**config.mk**
```make
export PLATFORM = sky130hd
export DESIGN_NAME = control_filtro_pb
export DESIGN_NICKNAME = d
export VERILOG_FILES = /design/src/rtl/control_filtro_pb.sv
export SDC_FILE = /design/constraint.sdc
export NUM_CORES = 1
export LEC_CHECK = 0
export ABC_AREA = 0
export BUFFER_PORTS_ARGS = -buffer_cell sky130_fd_sc_hd__buf_2
export CAP_MARGIN = 25
export CORE_MARGIN = 10
export CORE_UTILIZATION = 51
export CTS_CLUSTER_DIAMETER = 40
export DETAILED_ROUTE_END_ITERATION = 10
export PLACE_DENSITY = 0.81
export SYNTH_ARGS = -nofsm -noshare
export SYNTH_HDL_FRONTEND = slang
export SYNTH_SLANG_ARGS = --single-unit
```
**constraint.sdc**
```tcl
create_clock -name clk -period 1.7 [get_ports clk]
set_input_delay 0.34 -clock clk [delete_from_list [all_inputs] [get_ports clk]]
set_output_delay 0.34 -clock clk [all_outputs]
set_load 0.02 [all_outputs]
```
**src/rtl/control_filtro_pb.sv**
```systemverilog
// Sequencer for a second-order Direct-Form-II IIR datapath: drives the
// register enables and operand mux selects for one output sample per start.
module control_filtro_pb #(
  parameter int WAIT_ARIT = 1
) (
  input  logic       clk,
  input  logic       reset,
  input  logic       start,
  input  logic       clr_ovr,
  output logic       en1,
  output logic       en2,
  output logic       en3,
  output logic       en4,
  output logic       en5,
  output logic       en6,
  output logic       en7,
  output logic [2:0] selmuxS,
  output logic [2:0] selmuxZ,
  output logic [1:0] selmuxC,
  output logic       busy,
  output logic       done,
  output logic       overrun
);

  typedef enum logic [2:0] {IDLE, OP1, OP2, OP3, OP4, OP5, SHIFT} state_t;

  localparam logic [2:0] WAIT_W = 3'(WAIT_ARIT);

  state_t     state_q, state_d;
  logic [2:0] phase_q, phase_d;
  logic [7:1] en_q, en_d;
  logic [2:0] sel_s_q, sel_s_d;
  logic [2:0] sel_z_q, sel_z_d;
  logic [1:0] sel_c_q, sel_c_d;
  logic       busy_q, busy_d;
  logic       done_q, done_d;
  logic       overrun_q, overrun_d;
  logic       write;

  always_comb begin
    state_d = state_q;
    phase_d = phase_q;
    unique case (state_q)
      IDLE: begin
        phase_d = '0;
        if (start) state_d = OP1;
      end
      SHIFT: begin
        state_d = IDLE;
        phase_d = '0;
      end
      default: begin
        // Phase WAIT_ARIT is the write cycle; phase restarts on every OP entry.
        if (phase_q == WAIT_W) begin
          phase_d = '0;
          unique case (state_q)
            OP1:     state_d = OP2;
            OP2:     state_d = OP3;
            OP3:     state_d = OP4;
            OP4:     state_d = OP5;
            default: state_d = SHIFT;
          endcase
        end else begin
          phase_d = phase_q + 3'd1;
        end
      end
    endcase
  end

  // Outputs are decoded from the next state so they are flops aligned with it.
  always_comb begin
    write   = (phase_d == WAIT_W);
    en_d    = '0;
    sel_s_d = '0;
    sel_z_d = '0;
    sel_c_d = '0;
    done_d  = 1'b0;
    busy_d  = (state_d != IDLE);
    unique case (state_d)
      OP1: begin
        sel_s_d = 3'd2; sel_c_d = 2'd0; sel_z_d = 3'd4; en_d[5] = write;
      end
      OP2: begin
        sel_s_d = 3'd3; sel_c_d = 2'd1; sel_z_d = 3'd1; en_d[2] = write;
      end
      OP3: begin
        sel_s_d = 3'd1; sel_c_d = 2'd2; sel_z_d = 3'd0; en_d[6] = write;
      end
      OP4: begin
        sel_s_d = 3'd2; sel_c_d = 2'd3; sel_z_d = 3'd2; en_d[7] = write;
      end
      OP5: begin
        sel_s_d = 3'd3; sel_c_d = 2'd2; sel_z_d = 3'd3; en_d[1] = write;
      end
      SHIFT: begin
        en_d[3] = 1'b1;
        en_d[4] = 1'b1;
        done_d  = 1'b1;
      end
      default: ;
    endcase
  end

  // A start that arrives while busy is dropped; setting wins over clearing.
  always_comb begin
    overrun_d = overrun_q;
    if (start && state_q != IDLE) overrun_d = 1'b1;
    else if (clr_ovr)             overrun_d = 1'b0;
  end

  always_ff @(posedge clk or negedge reset) begin
    if (!reset) begin
      state_q   <= IDLE;
      phase_q   <= '0;
      en_q      <= '0;
      sel_s_q   <= '0;
      sel_z_q   <= '0;
      sel_c_q   <= '0;
      busy_q    <= 1'b0;
      done_q    <= 1'b0;
      overrun_q <= 1'b0;
    end else begin
      state_q   <= state_d;
      phase_q   <= phase_d;
      en_q      <= en_d;
      sel_s_q   <= sel_s_d;
      sel_z_q   <= sel_z_d;
      sel_c_q   <= sel_c_d;
      busy_q    <= busy_d;
      done_q    <= done_d;
      overrun_q <= overrun_d;
    end
  end

  assign en1     = en_q[1];
  assign en2     = en_q[2];
  assign en3     = en_q[3];
  assign en4     = en_q[4];
  assign en5     = en_q[5];
  assign en6     = en_q[6];
  assign en7     = en_q[7];
  assign selmuxS = sel_s_q;
  assign selmuxZ = sel_z_q;
  assign selmuxC = sel_c_q;
  assign busy    = busy_q;
  assign done    = done_q;
  assign overrun = overrun_q;

endmodule
```
==> results of run 1 <==
## logic make-up (layout without fill, tap and decap cells)
kind of cell / count (synthesis) / after routing
flip-flops: 21 / 21
multiplexers: 3 / 3
other: 1 / 1
AO/OA/AOI/OAI: 18 / 18
AND/OR/NAND/NOR: 35 / 35
XOR/XNOR: 2 / 2
buffers and inverters: 11 / 30
## through the flow
step	power (mW)	hold slack, ns	setup WS, ns
after floorplan	1.56	0.0444	0.321
after global placement	1.81	0.306	0.294
after detailed placement	1.85	0.315	0.255
after CTS	2.09	0.214	0.244
after global routing	2.25	0.228	0.163
final	2.07	0.216	0.247
## layer usage
metal	GRT usage [%]	wire, um	share of wire, %
met3	3.76	149	8.2
met1	11.3	745	41
met2	15.4	870	48
met5	0	0	0
met4	6.15	61	3.3
## power by group through the flow
stage	Clock [mW]	Combinational, mW	Sequential, mW
final	0.239	1.03	0.801
after CTS	0.249	1.04	0.800
after global routing	0.269	1.14	0.835
after floorplan	0	0.620	0.943
after global placement	0	1.01	0.802
after detailed placement	0	1.04	0.811
## cell type report
| cell class | count | area (um2) | share of cell area, % |
|---|---|---|---|
| Timing Repair Buffer | 23 | 125 | 11.7 |
| Clock buffer | 4 | 26.3 | 2.46 |
| Sequential cell | 21 | 526 | 49.2 |
| Inverter | 3 | 11.3 | 1.05 |
| Multi-Input combinational cell | 59 | 349 | 32.7 |
| Tap cell | 25 | 31.3 | 2.93 |
## flip-flops by register name (all words and copies together), names as in the netlist
name and flops:
en_q 6, phase_q 3, selmuxZ 3, state_q 3
selmuxC 2, selmuxS 2, busy 1, overrun 1
## placed cells by master (no fill, tap or decap), types with 2 or more instances in the layout
| cell | Yosys | layout |
|---|---|---|
| o21a_1 | 3 | 3 |
| inv_1 | 3 | 3 |
| clkbuf_4 | 0 | 3 |
| buf_4 | 3 | 2 |
| nand2_1 | 6 | 6 |
| a21oi_1 | 4 | 4 |
| nor2_1 | 12 | 12 |
| nand3_1 | 2 | 2 |
| dfrtp_1 | 21 | 21 |
| nor3_1 | 5 | 5 |
| buf_2 | 1 | 20 |
| mux2_2 | 2 | 2 |
| o21ai_0 | 4 | 4 |
| nand2b_1 | 3 | 3 |
## timing repair
action                     in CTS  in global routing
setup endpoints to repair       0                  0
hold buffers                    1                  0
hold endpoints to repair       21                  0
## final timing paths
check,to,cells after the start
max,state_q[0],2
min,overrun,2
max reg2reg,state_q[0],2
min reg2reg,overrun,2
max in group asynchronous,selmuxS[0],2
min in group asynchronous,en_q[5],2
## critical path: cells and delay by family, from the launching register on
family / cells / cell delay, ns
and+or+nand+nor: 1 / 0.52
DFF: 1 / 0.45
AOI/OAI and AO/OA: 1 / 0.38
==> results_dict.tcl, run 1 <==
set metrics [dict create \
    final_util_pct 61.9 \
    via_count 708 \
    yosys.area.top_type "dfrtp_1" \
    cts_setup_buffers 0 \
    route.detailed.wl_per_inst_um 13.5 \
    required_ns 1.90 \
    cts_made_buffers 3 \
    status "finished clean" \
    intPower_mw 1.16 \
    crit_arrival_ns 1.65 \
    clock-sinks 21 \
    powerDensity_nw_per_um2 1940 \
    synth_xor_area_share_pct 1.89 \
    hold_start "clr_ovr" \
    dp_hpwl_um 1360 \
    start_kind "register" \
    r2r_start "phase_q[1]" \
    ys_warn_count 0 \
    grt_pass1_wl_um 3260 \
    fp.dieW_um 62.7 \
    clk_pin_slew_ns 0.11 \
    fin_cells 135 \
    detail-route-antenna-nets 0 \
    startpoint "phase_q[1]" \
    antenna_found_initial 0 \
    synthArstFlopShare_pct 100 \
    synth_top_family_by_area "simple AND/OR/NAND/NOR gates" \
    cp_slowest_stage_delay_ns 0.52 \
    syn_area_um2 928 \
    setup-tns-final_ns 0 \
    power.switching_uw 913 \
    swShare_pct 44.0 \
    core-area_um2 1730 \
    path_class "register to register" \
    crit_fanout 8 \
    vias_per_cell 5.24 \
    gp_congestion 0.800 \
    synth_simple_gate_area_share_pct 19.5 \
    syn_nets 95 \
    postCtsResizedCells 0 \
    drive_above_1_share_pct 26.4 \
    rsz0062_at_grt "false" \
    htreeDepth 1 \
    nNetsFinal 115 \
    ys_types 33 \
    clockBufferDepth 2 \
    muxShareOfSynthArea_pct 3.50 \
    ios 22 \
    setup_viol 0 \
    fin_crit_sh_pct 85.5 \
    grt_overflow 0 \
    drtIter0Drc 23 \
    tritoncts "built" \
    synthCells 91 \
    synth_edf_count 0 \
    report.final.slew_viol_count 0 \
    grt_pass1_vias 736 \
    synth-adder-area-share_pct 0 \
    max_freq_mhz 688 \
    grt_max_degree 22 \
    die_h_um 62.7 \
    avgSynthCellArea_um2 10.2 \
    max_cap_viol_count 0 \
    root_buffer "clkbuf_4" \
    drc 0 \
    clk_latency_ns 0.30 \
    fin_crit_ns 1.45 \
    reg2reg_slack_ns 0.25 \
    fp.dieArea_um2 3930 \
    hold_class "primary input to register" \
    grt_use_total_pct 9.94 \
    ys.flop_type "dfrtp_1" \
    place_area_um2 1030 \
    p_comb_share_pct 49.8 \
    p_leak_nw 0.530 \
    rows 15 \
    synthTopCellsByArea "dfrtp_1 57%, nor2_1 4.9%, nor3_1 2.7%" \
    cpMaxStageDelayCell "or3b_1" \
    fillers 147 \
    yosysMostFrequentCell "dfrtp_1" \
    cp-end-kind "register" \
    final_area_um2 1070 \
    ys_top_cells_by_count "21 x dfrtp_1, 12 x nor2_1, 6 x nand2_1" \
    drt-total-wl_um 1830 \
    syn_to_final_growth_pct 15.1 \
    ys_ff_latch 21 \
    synth_top_area_share_pct 56.6 \
    synth_compound_gate_area_share_pct 12.3 \
    n_antenna_cell 0 \
    clkPwrFrac_pct 11.5 \
    worstPathCellList "or3b_1 -> a221o_1" \
    hold_violations 0 \
    skew_ns 0.00131 \
    start_util_pct 53.8 \
    irDropWorstVdd_mv 0.884 \
    yosysSeqAreaShare_pct 56.6 \
    dp_cells 130 \
    seqPwrFrac_pct 38.7 \
    first_pass_iters 4 \
    port_buffers 20 \
]
Power figures use the tool's default switching activity.
==> inputs of run 2 (changes only) <==
--- a/config.mk
+++ b/config.mk
@@ -8,11 +8,12 @@
 export ABC_AREA = 0
 export BUFFER_PORTS_ARGS = -buffer_cell sky130_fd_sc_hd__buf_2
 export CAP_MARGIN = 25
+export CORE_ASPECT_RATIO = 0.6
 export CORE_MARGIN = 10
-export CORE_UTILIZATION = 51
+export CORE_UTILIZATION = 35
 export CTS_CLUSTER_DIAMETER = 40
 export DETAILED_ROUTE_END_ITERATION = 10
-export PLACE_DENSITY = 0.81
+export PLACE_DENSITY = 0.61
 export SYNTH_ARGS = -nofsm -noshare
 export SYNTH_HDL_FRONTEND = slang
 export SYNTH_SLANG_ARGS = --single-unit
==> run 2 against run 1 <==
Wire length grew 7.2%. Cell area rose by 1.8%. Worst hold slack got worse by 0.19 ns. Utilization shrank 19 points. Die area rose by 32%. Final cell count increased by 4.4%. Clock power increased by 34%. Critical path type unchanged. Critical endpoint is now state_q[1].
==> results_dict.tcl, run 2 (synthesis results as in run 1) <==
set metrics [dict create \
    status "finished clean" \
    drt-total-wl_um 1960 \
    cpMaxStageDelayCell "or3b_1" \
    setup-tns-final_ns 0 \
    via_count 695 \
    p_leak_nw 0.536 \
    seqCellArea_um2 526 \
    ios 22 \
    grt_use_total_pct 7.72 \
    final_common_cell "dfrtp_1" \
    antenna_found_initial 0 \
    vias_per_cell 4.93 \
    hold_class "primary input to async pin" \
    ctsHoldBuffers 0 \
    path_class "register to register" \
    regMostFlops "en_q" \
    grt_pass1_vias 628 \
    cp-end-kind "register" \
    clk_latency_ns 0.26 \
    max_freq_mhz 691 \
    port_buffers 20 \
    hold_violations 0 \
    largest_reg_flops 6 \
    clockBufferDepth 2 \
    setup_slack_ns 0.252 \
    crit_fanout 8 \
    wl_met2_um 746 \
    rsz0062_at_grt "false" \
    cts_setup_buffers 0 \
    gp_congestion 0.792 \
    report.final.slew_viol_count 0 \
    rows 14 \
    cp_slowest_stage_delay_ns 0.51 \
    die_h_um 59.9 \
    setup_viol 0 \
    start_kind "register" \
    grt_pass1_wl_um 3160 \
    powerDensity_nw_per_um2 2000 \
    worstPathCellList "or3b_1 -> nor3_1 -> nor2_1" \
    syn_to_final_growth_pct 17.1 \
    crit_arrival_ns 1.58 \
    start_util_pct 36.8 \
    final_cell_mix "21 x dfrtp_1, 20 x buf_2, 12 x nor2_1, 6 x nand2_1, 5 x nor3_1" \
    skew_ns 0.00370 \
    required_ns 1.84 \
    multi_input_area_um2 349 \
    total_power_mw 2.17 \
    fin_crit_ns 1.45 \
    detail-route-antenna-nets 0 \
    place_ws_ns 0.274 \
    dp_hpwl_um 1420 \
    htreeDepth 1 \
    first_pass_iters 4 \
    drtIter0Drc 84 \
    drive_above_1_share_pct 27.5 \
    fillers 254 \
    tritoncts "built" \
    root_buffer "clkbuf_8" \
    grt_overflow 0 \
    fp.dieArea_um2 5180 \
    n_antenna_cell 0 \
    nNetsFinal 114 \
    postCtsResizedCells 0 \
    route.detailed.wl_per_inst_um 13.9 \
    cts_made_buffers 3 \
    max_cap_viol_count 0 \
    drc 0 \
    clk_pin_slew_ns 0.08 \
    wl_met3_um 186 \
    grt_max_degree 22 \
    core-area_um2 2520 \
    top_layer_used "met3" \
    clock-sinks 21 \
    fin_crit_sh_pct 85.1 \
    wl_met1_um 1030 \
    irDropWorstVdd_mv 0.778 \
    fp.dieW_um 86.5 \
]
run 2: final cells by class:
cell class	count	area share, %
clock buffer	3	3.80
clock inverter	1	0.460
tap	32	3.68
timing repair buffer	22	10.6
sequential	21	48.3
inverter	3	1.04
multi-input combinational	59	32.1
run 2: final timing paths:
path	from	endpoint	slack, ns	depth (start not counted)
worst max-delay path	phase_q[1]	state_q[1]	0.25	3
worst min-delay path	reset	state_q[2]	0.02	1
worst max register to register	phase_q[1]	state_q[1]	0.25	3
worst min register to register	overrun	overrun	0.53	2
max in group asynchronous	reset	en_q[2]	1.37	1
min in group clk	clr_ovr	overrun	0.26	2
run 2: stage by stage:
| step | instances | hold WS [ns] | cell area, um2 | util [%] |
|---|---|---|---|---|
| finish | 141 | 0.0212 | 1090 | 43.1 |
| CTS | 141 | 0.0447 | 1090 | 43.1 |
| global placement | 137 | 0.314 | 1040 | 41.3 |
| detailed placement | 137 | 0.326 | 1040 | 41.3 |
| global route | 141 | 0.0635 | 1090 | 43.1 |
| floorplan | 91 | 0.0444 | 928 | - |
run 2: power breakdown:
group	leakage, nW	total, mW	internal (mW)	switching, mW
combinational	0.243	1.04	0.388	0.656
clock	0.0255	0.320	0.163	0.157
sequential	0.268	0.811	0.680	0.130
total	0.536	2.17	1.23	0.943
run 2: metal layers:
metal | global-route usage (%) | vias up
li1 | - | 339
met1 | 10.8 | 331
met2 | 9.96 | 25
met3 | 4.34 | 0
met4 | 1.38 | 0
met5 | 0 | -
run 2: worst max-delay path, delay by kind of cell (launching register included):
kind | cells | cell delay (ns)
and+or+nand+nor | 3 | 0.89
DFF | 1 | 0.44
